$ cat src/rtl/time_uart_tx.sv
// Snapshots hours/minutes/seconds on request and sends "HH:MM:SS\r\n" as 8N1 UART on tx.
// Optional macro TIME_UART_AUTO_EN: a change of the seconds input also requests a message.
module time_uart_tx #(
    parameter int BAUD_DIV = 104
) (
    input  logic       clk,
    input  logic       reset,
    input  logic [5:0] hours,
    input  logic [5:0] minutes,
    input  logic [5:0] seconds,
    input  logic       send,
    output logic       tx,
    output logic       busy,
    output logic       done
);

    localparam int CW = $clog2(BAUD_DIV);
    localparam logic [CW-1:0] BAUD_LAST = CW'(BAUD_DIV - 1);

    typedef enum logic [1:0] {IDLE, START, DATA, STOP} state_t;

    state_t        state;
    logic [CW-1:0] baud_cnt;
    logic [2:0]    bit_idx;
    logic [3:0]    char_idx;
    logic [5:0]    snap_h, snap_m, snap_s;
    logic [7:0]    cur_char;
    logic          bit_end;
    logic          start_req;

    // Comparator chain instead of a divider; values above 59 still map to tens=6.
    function automatic logic [2:0] tens_of(input logic [5:0] v);
        if (v >= 6'd60)      return 3'd6;
        else if (v >= 6'd50) return 3'd5;
        else if (v >= 6'd40) return 3'd4;
        else if (v >= 6'd30) return 3'd3;
        else if (v >= 6'd20) return 3'd2;
        else if (v >= 6'd10) return 3'd1;
        else                 return 3'd0;
    endfunction

    function automatic logic [7:0] ascii_tens(input logic [5:0] v);
        return 8'h30 + {5'd0, tens_of(v)};
    endfunction

    function automatic logic [7:0] ascii_ones(input logic [5:0] v);
        logic [5:0] r;
        r = v - ({3'd0, tens_of(v)} * 6'd10);
        return 8'h30 + {2'd0, r};
    endfunction

    always_comb begin
        cur_char = 8'h0A;
        case (char_idx)
            4'd0:    cur_char = ascii_tens(snap_h);
            4'd1:    cur_char = ascii_ones(snap_h);
            4'd2:    cur_char = 8'h3A;
            4'd3:    cur_char = ascii_tens(snap_m);
            4'd4:    cur_char = ascii_ones(snap_m);
            4'd5:    cur_char = 8'h3A;
            4'd6:    cur_char = ascii_tens(snap_s);
            4'd7:    cur_char = ascii_ones(snap_s);
            4'd8:    cur_char = 8'h0D;
            default: cur_char = 8'h0A;
        endcase
    end

    assign bit_end = (baud_cnt == BAUD_LAST);

`ifdef TIME_UART_AUTO_EN
    logic [5:0] prev_sec;
    logic       primed;
    logic       pending;
    logic       sec_chg;

    // primed suppresses a trigger on the first cycle after reset
    assign sec_chg   = primed && (seconds != prev_sec);
    assign start_req = send || sec_chg || pending;

    always_ff @(posedge clk or posedge reset) begin
        if (reset) begin
            prev_sec <= 6'd0;
            primed   <= 1'b0;
            pending  <= 1'b0;
        end else begin
            prev_sec <= seconds;
            primed   <= 1'b1;
            if (state == IDLE)
                pending <= 1'b0;
            else if (sec_chg)
                pending <= 1'b1;
        end
    end
`else
    assign start_req = send;
`endif

    always_ff @(posedge clk or posedge reset) begin
        if (reset) begin
            state    <= IDLE;
            baud_cnt <= '0;
            bit_idx  <= 3'd0;
            char_idx <= 4'd0;
            snap_h   <= 6'd0;
            snap_m   <= 6'd0;
            snap_s   <= 6'd0;
            tx       <= 1'b1;
            busy     <= 1'b0;
            done     <= 1'b0;
        end else begin
            done <= 1'b0;
            case (state)
                IDLE: begin
                    if (start_req) begin
                        snap_h   <= hours;
                        snap_m   <= minutes;
                        snap_s   <= seconds;
                        char_idx <= 4'd0;
                        baud_cnt <= '0;
                        tx       <= 1'b0;
                        busy     <= 1'b1;
                        state    <= START;
                    end
                end
                START: begin
                    if (bit_end) begin
                        baud_cnt <= '0;
                        bit_idx  <= 3'd0;
                        tx       <= cur_char[0];
                        state    <= DATA;
                    end else begin
                        baud_cnt <= baud_cnt + 1'b1;
                    end
                end
                DATA: begin
                    if (bit_end) begin
                        baud_cnt <= '0;
                        if (bit_idx == 3'd7) begin
                            tx    <= 1'b1;
                            state <= STOP;
                        end else begin
                            bit_idx <= bit_idx + 3'd1;
                            tx      <= cur_char[bit_idx + 3'd1];
                        end
                    end else begin
                        baud_cnt <= baud_cnt + 1'b1;
                    end
                end
                STOP: begin
                    if (bit_end) begin
                        baud_cnt <= '0;
                        if (char_idx == 4'd9) begin
                            busy  <= 1'b0;
                            done  <= 1'b1;
                            state <= IDLE;
                        end else begin
                            // next start bit follows the stop bit with no idle gap
                            char_idx <= char_idx + 4'd1;
                            tx       <= 1'b0;
                            state    <= START;
                        end
                    end else begin
                        baud_cnt <= baud_cnt + 1'b1;
                    end
                end
                default: state <= IDLE;
            endcase
        end
    end

endmodule

$ cat config.mk
export PLATFORM = sky130hd
export DESIGN_NAME = time_uart_tx
export DESIGN_NICKNAME = d
export VERILOG_FILES = /design/src/rtl/time_uart_tx.sv
export SDC_FILE = /design/constraint.sdc
export NUM_CORES = 1
export LEC_CHECK = 0
export CAP_MARGIN = 25
export CORE_MARGIN = 4
export CORE_UTILIZATION = 55
export DETAILED_ROUTE_END_ITERATION = 10
export PLACE_DENSITY = 0.75
export SLEW_MARGIN = 10
export SYNTH_ARGS = -nofsm -noshare
export SYNTH_HDL_FRONTEND = slang
export SYNTH_SLANG_ARGS = --single-unit
$ cat constraint.sdc
create_clock -name clk -period 4.1 [get_ports clk]
set_input_delay 0.82 -clock clk [delete_from_list [all_inputs] [get_ports clk]]
set_output_delay 0.82 -clock clk [all_outputs]
set_load 0.02 [all_outputs]
-- Word level (Yosys, flattened, before mapping)
Index checks and enable logic that the tools add are counted.
- flip-flop bits (word level): 37
- word-level logic and storage cells: 137
- add/sub/neg operators: 12
- $mul: 3
- magnitude comparators: 19
- eq/ne operators: 22
- muxes and demuxes: 59
- reductions and logical operators: 12
- operators with widths (cell ; count):
    2-to-1 mux 3 bit ; 20
    case mux 7 bit (8 select lines) ; 1
    >= comparator 6 bit (second input constant) ; 9
    >= comparator 6 x 5 -> 1 bit (second input constant) ; 6
    adder 6 x 3 -> 7 bit (first input constant) ; 3
    adder 6 x 6 -> 7 bit (first input constant) ; 3
    >= comparator 6 x 4 -> 1 bit (second input constant) ; 3
    2-to-1 mux 2 bit ; 9
    subtractor 6 bit ; 3
    2-to-1 mux 1 bit ; 17
    equality test 4 x 3 -> 1 bit (second input constant) ; 4
    inequality test 2 bit (second input constant) ; 8
    multiplier 3 x 3 -> 5 bit (second input constant) ; 3
    2-to-1 mux 7 bit ; 2
    case mux 7 bit (2 select lines) ; 1
    2-to-1 mux 4 bit ; 3
    AND reduction 4 bit ; 3
    AND reduction 5 bit ; 2
    equality test 4 x 2 -> 1 bit (second input constant) ; 2
    equality test 4 bit (second input constant) ; 2
    case mux 2 bit (4 select lines) ; 1
    case mux 4 bit (2 select lines) ; 1
    adder 7 x 1 -> 7 bit (second input constant) ; 1
    equality test 7 bit (second input constant) ; 1
    17 further kinds ; 19

-- Logic depth before layout (Yosys ltp)
Gate-level depths: netlist of run 1.
- depth in word-level cells: 17
- gate-level depth with buffers: 19
- depth with buffers taken out: 18

-- Worst setup path before layout of run 1
Ideal clock, no wire load.
- kind: reg-to-reg
- start: reg snap_s[4]
- end: reg tx
- data arrival time: 3504 ps
- path slack: 502 ps
- stages on the path, launching flop included: 19
- path buffers: 1
- cells stage by stage: dfrtp_1 buf_2 and4_1 o32ai_1 ha_1 inv_1 fa_1 a21o_1 a21oi_1 xnor2_1 a22oi_1 nor2_1 a21oi_1 ha_1 nor2_1 o311ai_4 nand4_1 a2111oi_2 a31oi_1
- cells in the longest elaborated chain, start to end: 17
- elaborated cells on any way between the ends: 25
- classes of those cells: add/sub (3); mul (1); order compare (6); mux (15)
- RTL lines (what ; line ; RTL):
    start: declaration ; 26 ; logic [5:0] snap_h, snap_m, snap_s;
    start signal: assignment ; 117 ; snap_s <= seconds;
    >= comparator 6 x 4 -> 1 bit ; 38 ; else if (v >= 6'd10) return 3'd1;
    2-to-1 mux 1 bit ; 38 ;
    2-to-1 mux 2 bit ; 37 ; else if (v >= 6'd20) return 3'd2;
    2-to-1 mux 3 bit ; 36 ; else if (v >= 6'd30) return 3'd3;
    2-to-1 mux 3 bit ; 35 ; else if (v >= 6'd40) return 3'd4;
    2-to-1 mux 3 bit ; 34 ; else if (v >= 6'd50) return 3'd5;
    2-to-1 mux 3 bit ; 33 ; if (v >= 6'd60) return 3'd6;
    2-to-1 mux 3 bit ; 54 ; case (char_idx)
    multiplier 3 x 3 -> 5 bit ; 48 ; r = v - ({3'd0, tens_of(v)} * 6'd10);
    subtractor 6 bit ; 48 ;
    adder 6 x 6 -> 7 bit ; 49 ; return 8'h30 + {2'd0, r};
    case mux 7 bit (8 select lines) (*) ; 54 ;
    binary-select mux 1 bit (select 3 bit) ; 143 ; tx <= cur_char[bit_idx + 3'd1];
    2-to-1 mux 1 bit (implied by the code) ; 143 ;
    2-to-1 mux 1 bit ; 138 ; if (bit_idx == 3'd7) begin
    2-to-1 mux 1 bit ; 136 ; if (bit_end) begin
    case mux 1 bit (4 select lines) (*) ; 112 ; case (state)
    end signal: assignment ; 129 ; tx <= cur_char[0];
    end signal: assignment ; 143 ;
    end: declaration ; 12 ; output logic tx,
Every way passes the cells marked *; elsewhere a longest branch is shown, timed or not. The select of a mux whose other input is x is not followed.
A chain may end at the register's enable or synchronous reset.

-- Final worst setup path of run 1
- start: reg snap_m[3]
- end: reg tx
- cells in the longest elaborated chain, start to end: 17
- elaborated cells on any way between the ends: 25
- classes of those cells: add/sub (3); mul (1); order compare (6); mux (15)
- RTL lines (what ; line ; RTL):
    start: declaration ; 26 ;
    start signal: assignment ; 116 ; snap_m <= minutes;
    >= comparator 6 x 4 -> 1 bit ; 38 ;
    2-to-1 mux 1 bit ; 38 ;
    2-to-1 mux 2 bit ; 37 ;
    2-to-1 mux 2 bit ; 36 ;
    2-to-1 mux 3 bit ; 35 ;
    2-to-1 mux 3 bit ; 34 ;
    2-to-1 mux 3 bit ; 33 ;
    2-to-1 mux 3 bit ; 54 ;
    multiplier 3 x 3 -> 5 bit ; 48 ;
    subtractor 6 bit ; 48 ;
    adder 6 x 6 -> 7 bit ; 49 ;
    case mux 7 bit (8 select lines) (*) ; 54 ;
    binary-select mux 1 bit (select 3 bit) ; 143 ;
    2-to-1 mux 1 bit (implied by the code) ; 143 ;
    2-to-1 mux 1 bit ; 138 ;
    2-to-1 mux 1 bit ; 136 ;
    case mux 1 bit (4 select lines) (*) ; 112 ;
Marks and branches as above.

==> results of run 1 <==
cell families (layout without fill, tap and decap cells):
group,count (synthesis),count (layout),share of synthesized area (%)
xor gates and xnor gates,14,14,3.90
DFF,37,37,29.5
buffers and inverters,41,62,5.26
adders and majority gates,35,35,14.5
AOI/OAI and AO/OA,85,85,20.7
and+or+nand+nor,101,101,17.9
muxes,23,23,8.16
worst reg2reg max path: stages, from the launching register on:
cell	delay, ps
dfrtp_1	480
and2_0	170
o21ai_0	130
nor3b_1	350
ha_1	220
inv_1	60
fa_1	400
a21o_1	180
a21oi_1	170
xnor2_1	140
a22oi_1	80
nor2_1	130
a21oi_1	60
ha_1	280
nor2_1	50
o311ai_4	220
nand4_1	130
a2111oi_2	350
a31oi_1	120
how the worst max path moves through the flow:
stage	from	to	slack, ps	cells past startpoint
final	snap_m[3]	tx	310	18
after global routing	snap_m[3]	tx	4	18
after CTS	snap_s[4]	tx	140	17
after detailed placement	snap_s[4]	tx	160	17
after global placement	snap_s[4]	tx	310	17
after floorplan	snap_s[4]	tx	500	18
final cells by class:
type	instances	share of cell area, %
Timing Repair Buffer	25	6.89
Sequential cell	37	26.1
Multi-Input combinational cell	258	58.1
Inverter	29	3.06
Clock inverter	1	0.843
Clock buffer	7	2.42
Tap cell	72	2.53
stage by stage:
stage	worst slack (ps)	total power [mW]	hold WS [ps]	utilization [%]
6_report	311	0.727	511	64.3
2_1_floorplan	502	0.378	479	-
3_5_place_dp	160	0.400	488	61.7
4_1_cts	142	0.736	516	63.8
3_3_place_gp	308	0.400	469	61.7
5_1_grt	3.71	0.753	534	64.3
where the power goes:
group | leakage [nW] | internal, mW | switching (mW)
sequential | 0.483 | 0.365 | 0
clock | 0.0585 | 0.199 | 0.137
combinational | 1.04 | 0.0175 | 0.00965
total | 1.58 | 0.581 | 0.147
registers in the layout, indices dropped and copies added (netlist names):
name and flops:
char_idx 4, done 1, tx 1, baud_cnt 7, busy 1, snap_s 6
snap_m 6, state 2, bit_idx 3, snap_h 6
placed cells by master, fill, tap and decap left out, drive strengths merged, types with 6 or more instances in the layout:
cell type	n
dfrtp	36
ha	30
inv	29
nor2	26
clkdlybuf4s50	23
mux2	21
nand2	19
o21ai	18
a21oi	12
xnor2	10
a22o	10
nand2b	10
nor2b	9
a21o	9
a22oi	7
clkbuf	7
nand3	6
routing by layer:
layer | vias up | part of all wire (%)
met4 | 0 | 1.0
met5 | - | 0
met3 | 7 | 3.1
met2 | 45 | 47
met1 | 1249 | 49
li1 | 1260 | -
repair_timing:
| item | CTS | global route |
|---|---|---|
| gates resized for setup | 0 | 6 |
| hold buffers | 0 | 0 |
| endpoints found under the setup margin | 0 | 1 |
==> impl_metrics.xml, run 1 <==
<?xml version="1.0" encoding="UTF-8"?>
<metrics>
  <group name="outcome">
    <metric name="outcome" unit="">complete, no violations</metric>
  </group>
  <group name="final_layout">
    <metric name="seqCellArea" unit="um2">931</metric>
    <metric name="n_fill_cell" unit="">500</metric>
    <metric name="antenna-diode-count" unit="">0</metric>
    <metric name="multi_input_comb_area" unit="mm2">0.00207</metric>
    <metric name="syn2layout_area_growth" unit="%">13.3</metric>
    <metric name="post_route_cells_drive_above_1_share" unit="%">14.3</metric>
    <metric name="fin_area" unit="mm2">0.00356</metric>
    <metric name="fin_cells" unit="">429</metric>
    <metric name="nNetsFinal" unit="">410</metric>
  </group>
  <group name="grt">
    <metric name="gr-usage-met2" unit="%">32.0</metric>
    <metric name="grt_pass1_vias" unit="">2440</metric>
    <metric name="grt_start_max_net_pins" unit="">21</metric>
    <metric name="grt_pass1_wl" unit="mm">11.5</metric>
    <metric name="gr-max-usage-layer" unit="">met2</metric>
    <metric name="antenna_found_initial" unit="">0</metric>
    <metric name="gr-usage-all-layers" unit="%">19.6</metric>
    <metric name="grtUsageMet1" unit="%">27.5</metric>
    <metric name="global_routing_met3_resource_utilization" unit="%">2.86</metric>
    <metric name="global_route.overflow_total" unit="">0</metric>
  </group>
  <group name="clocking">
    <metric name="clk_latency" unit="ps">290</metric>
    <metric name="cts.path.max_buffers" unit="">2</metric>
    <metric name="clock_tree.htree_level_count" unit="">2</metric>
    <metric name="cts_inserted_buffers" unit="">5</metric>
    <metric name="clock_sink_count" unit="">37</metric>
    <metric name="clk_pin_slew_worst_paths" unit="ps">80</metric>
    <metric name="cts_tree" unit="">done</metric>
    <metric name="ctsRootBufferMaster" unit="">clkbuf_8</metric>
    <metric name="cts.repair_timing.setup_buffer_count" unit="">0</metric>
  </group>
  <group name="setup_path">
    <metric name="crit_chain" unit="">and2_0 &gt; o21ai_0 &gt; nor3b_1 &gt; ha_1 &gt; inv_1 &gt; fa_1 &gt; a21o_1 &gt; a21oi_1 &gt; xnor2_1 &gt; a22oi_1 &gt; nor2_1 &gt; a21oi_1 &gt; ha_1 &gt; nor2_1 &gt; o311ai_4 &gt; nand4_1 &gt; a2111oi_2 &gt; a31oi_1</metric>
    <metric name="worst_ep_required_time" unit="ps">4310</metric>
    <metric name="worst_r2r_startpoint" unit="">snap_m[3]</metric>
    <metric name="critical_path.endpoint_type" unit="">register</metric>
    <metric name="reg2reg_to" unit="">tx</metric>
    <metric name="setup.worst_path.start_class" unit="">register</metric>
    <metric name="path_max_fanout" unit="">9</metric>
    <metric name="critPathMaxStageDelay" unit="ps">480</metric>
    <metric name="reg2reg_setup_slack" unit="ps">310</metric>
    <metric name="timing.critical_path.max_delay_family" unit="">compound AO/OA/AOI/OAI gates</metric>
    <metric name="r2r_cells" unit="">18</metric>
    <metric name="worst-path-buf-inv" unit="">1</metric>
    <metric name="timing.critical_path.slowest_stage_cell" unit="">dfrtp_1</metric>
    <metric name="timing.setup.critical_path_class" unit="">reg -&gt; reg</metric>
    <metric name="critical_path_arrival" unit="ps">4000</metric>
  </group>
  <group name="flow_run">
    <metric name="cap_viol_max_count" unit="">0</metric>
  </group>
  <group name="detailed_routing">
    <metric name="tritonroute_pass_1_iters" unit="">5</metric>
    <metric name="remaining_drc_errors" unit="">0</metric>
    <metric name="ant_nets" unit="">0</metric>
    <metric name="viasPerCell" unit="">5.97</metric>
    <metric name="detailroute.via_count" unit="">2561</metric>
    <metric name="drt-total-wl" unit="mm">6.52</metric>
    <metric name="dr.first_iter.drc_count" unit="">167</metric>
    <metric name="wire_per_inst" unit="um">15.2</metric>
  </group>
  <group name="yosys">
    <metric name="synthCells" unit="">336</metric>
    <metric name="post_synth_num_cell_types" unit="">70</metric>
    <metric name="post_synth_edffs" unit="">0</metric>
    <metric name="yosysTopAreaCell" unit="">dfrtp_1</metric>
    <metric name="synth-seq-area-share" unit="%">29.5</metric>
    <metric name="synthesis.nets" unit="">390</metric>
    <metric name="synth.top_cells.by_area" unit="">dfrtp_1, ha_1, mux2_2</metric>
    <metric name="synth.yosys.warnings" unit="">0</metric>
    <metric name="synthFlopType" unit="">dfrtp_1</metric>
    <metric name="netlist_top_cells_count" unit="">dfrtp_1, ha_1, inv_1, nor2_1, mux2_2</metric>
    <metric name="asr_flop_ratio_synth" unit="%">100</metric>
    <metric name="synthesized_area_per_cell" unit="um2">9.35</metric>
    <metric name="yosys_register_bits" unit="">37</metric>
    <metric name="synthesis.area" unit="mm2">0.00314</metric>
    <metric name="synth_top_area_share" unit="%">28.7</metric>
    <metric name="post-synth-top-count-cell" unit="">dfrtp_1</metric>
  </group>
  <group name="timing">
    <metric name="fmaxAchievable" unit="GHz">0.264</metric>
    <metric name="final-max-slew-violation-count" unit="">0</metric>
    <metric name="maximum_clock_skew_at_final_layout" unit="ps">5.54</metric>
    <metric name="slew_of_the_pin_with_the_lowest_slew_margin" unit="ps">859</metric>
    <metric name="setup_total_negative_slack" unit="ps">0</metric>
    <metric name="max-slew-margin-rel" unit="%">42.6</metric>
    <metric name="layout_worst_path_cycle_share" unit="%">92.4</metric>
    <metric name="setup_repair_after_global_routing_missed_its_margin" unit="">false</metric>
    <metric name="finalWorstPathRequiredPeriod" unit="ps">3790</metric>
    <metric name="setup_viol" unit="">0</metric>
    <metric name="final_hold_viol_count" unit="">0</metric>
  </group>
  <group name="floorplanning">
    <metric name="std_cell_rows" unit="">27</metric>
    <metric name="initial_core_util" unit="%">56.7</metric>
    <metric name="floorplan.io_pins" unit="">24</metric>
    <metric name="die_height" unit="um">83.6</metric>
    <metric name="dieWidth" unit="um">83.6</metric>
    <metric name="core" unit="mm2">0.00554</metric>
    <metric name="die-area" unit="mm2">0.00699</metric>
  </group>
  <group name="worst_hold_path">
    <metric name="whs_endpoint" unit="">snap_h[1]</metric>
    <metric name="class_of_the_most_critical_hold_timing_path" unit="">reg -&gt; reg</metric>
    <metric name="timing.hold.worst.start" unit="">snap_h[1]</metric>
    <metric name="cell_depth_of_the_worst_min_delay_path" unit="">1</metric>
  </group>
  <group name="place">
    <metric name="detailed_placer_s_ending_hpwl" unit="mm">4.94</metric>
    <metric name="placed_cells" unit="">421</metric>
    <metric name="port_buffers" unit="">23</metric>
    <metric name="dpl_cell_area" unit="mm2">0.00342</metric>
    <metric name="place.gp.congestion" unit="">0.833</metric>
  </group>
  <group name="pwr">
    <metric name="cellLeakagePower" unit="nW">1.58</metric>
    <metric name="p_per_area" unit="mW/mm2">204</metric>
    <metric name="ir_drop" unit="uV">140</metric>
  </group>
</metrics>
Note: power is estimated with default switching activity, not from simulation.
==> inputs of run 2 (changes only) <==
CTS_CLUSTER_SIZE = 20   (was unset)
==> results of run 2 <==
No change in the layout: final DEF, timing and power equal those of run 1.
==> inputs of run 3 (changes only) <==
CTS_CLUSTER_SIZE = 24   (was 20)
==> results of run 3 <==
No change in the layout: final DEF, timing and power equal those of run 1.
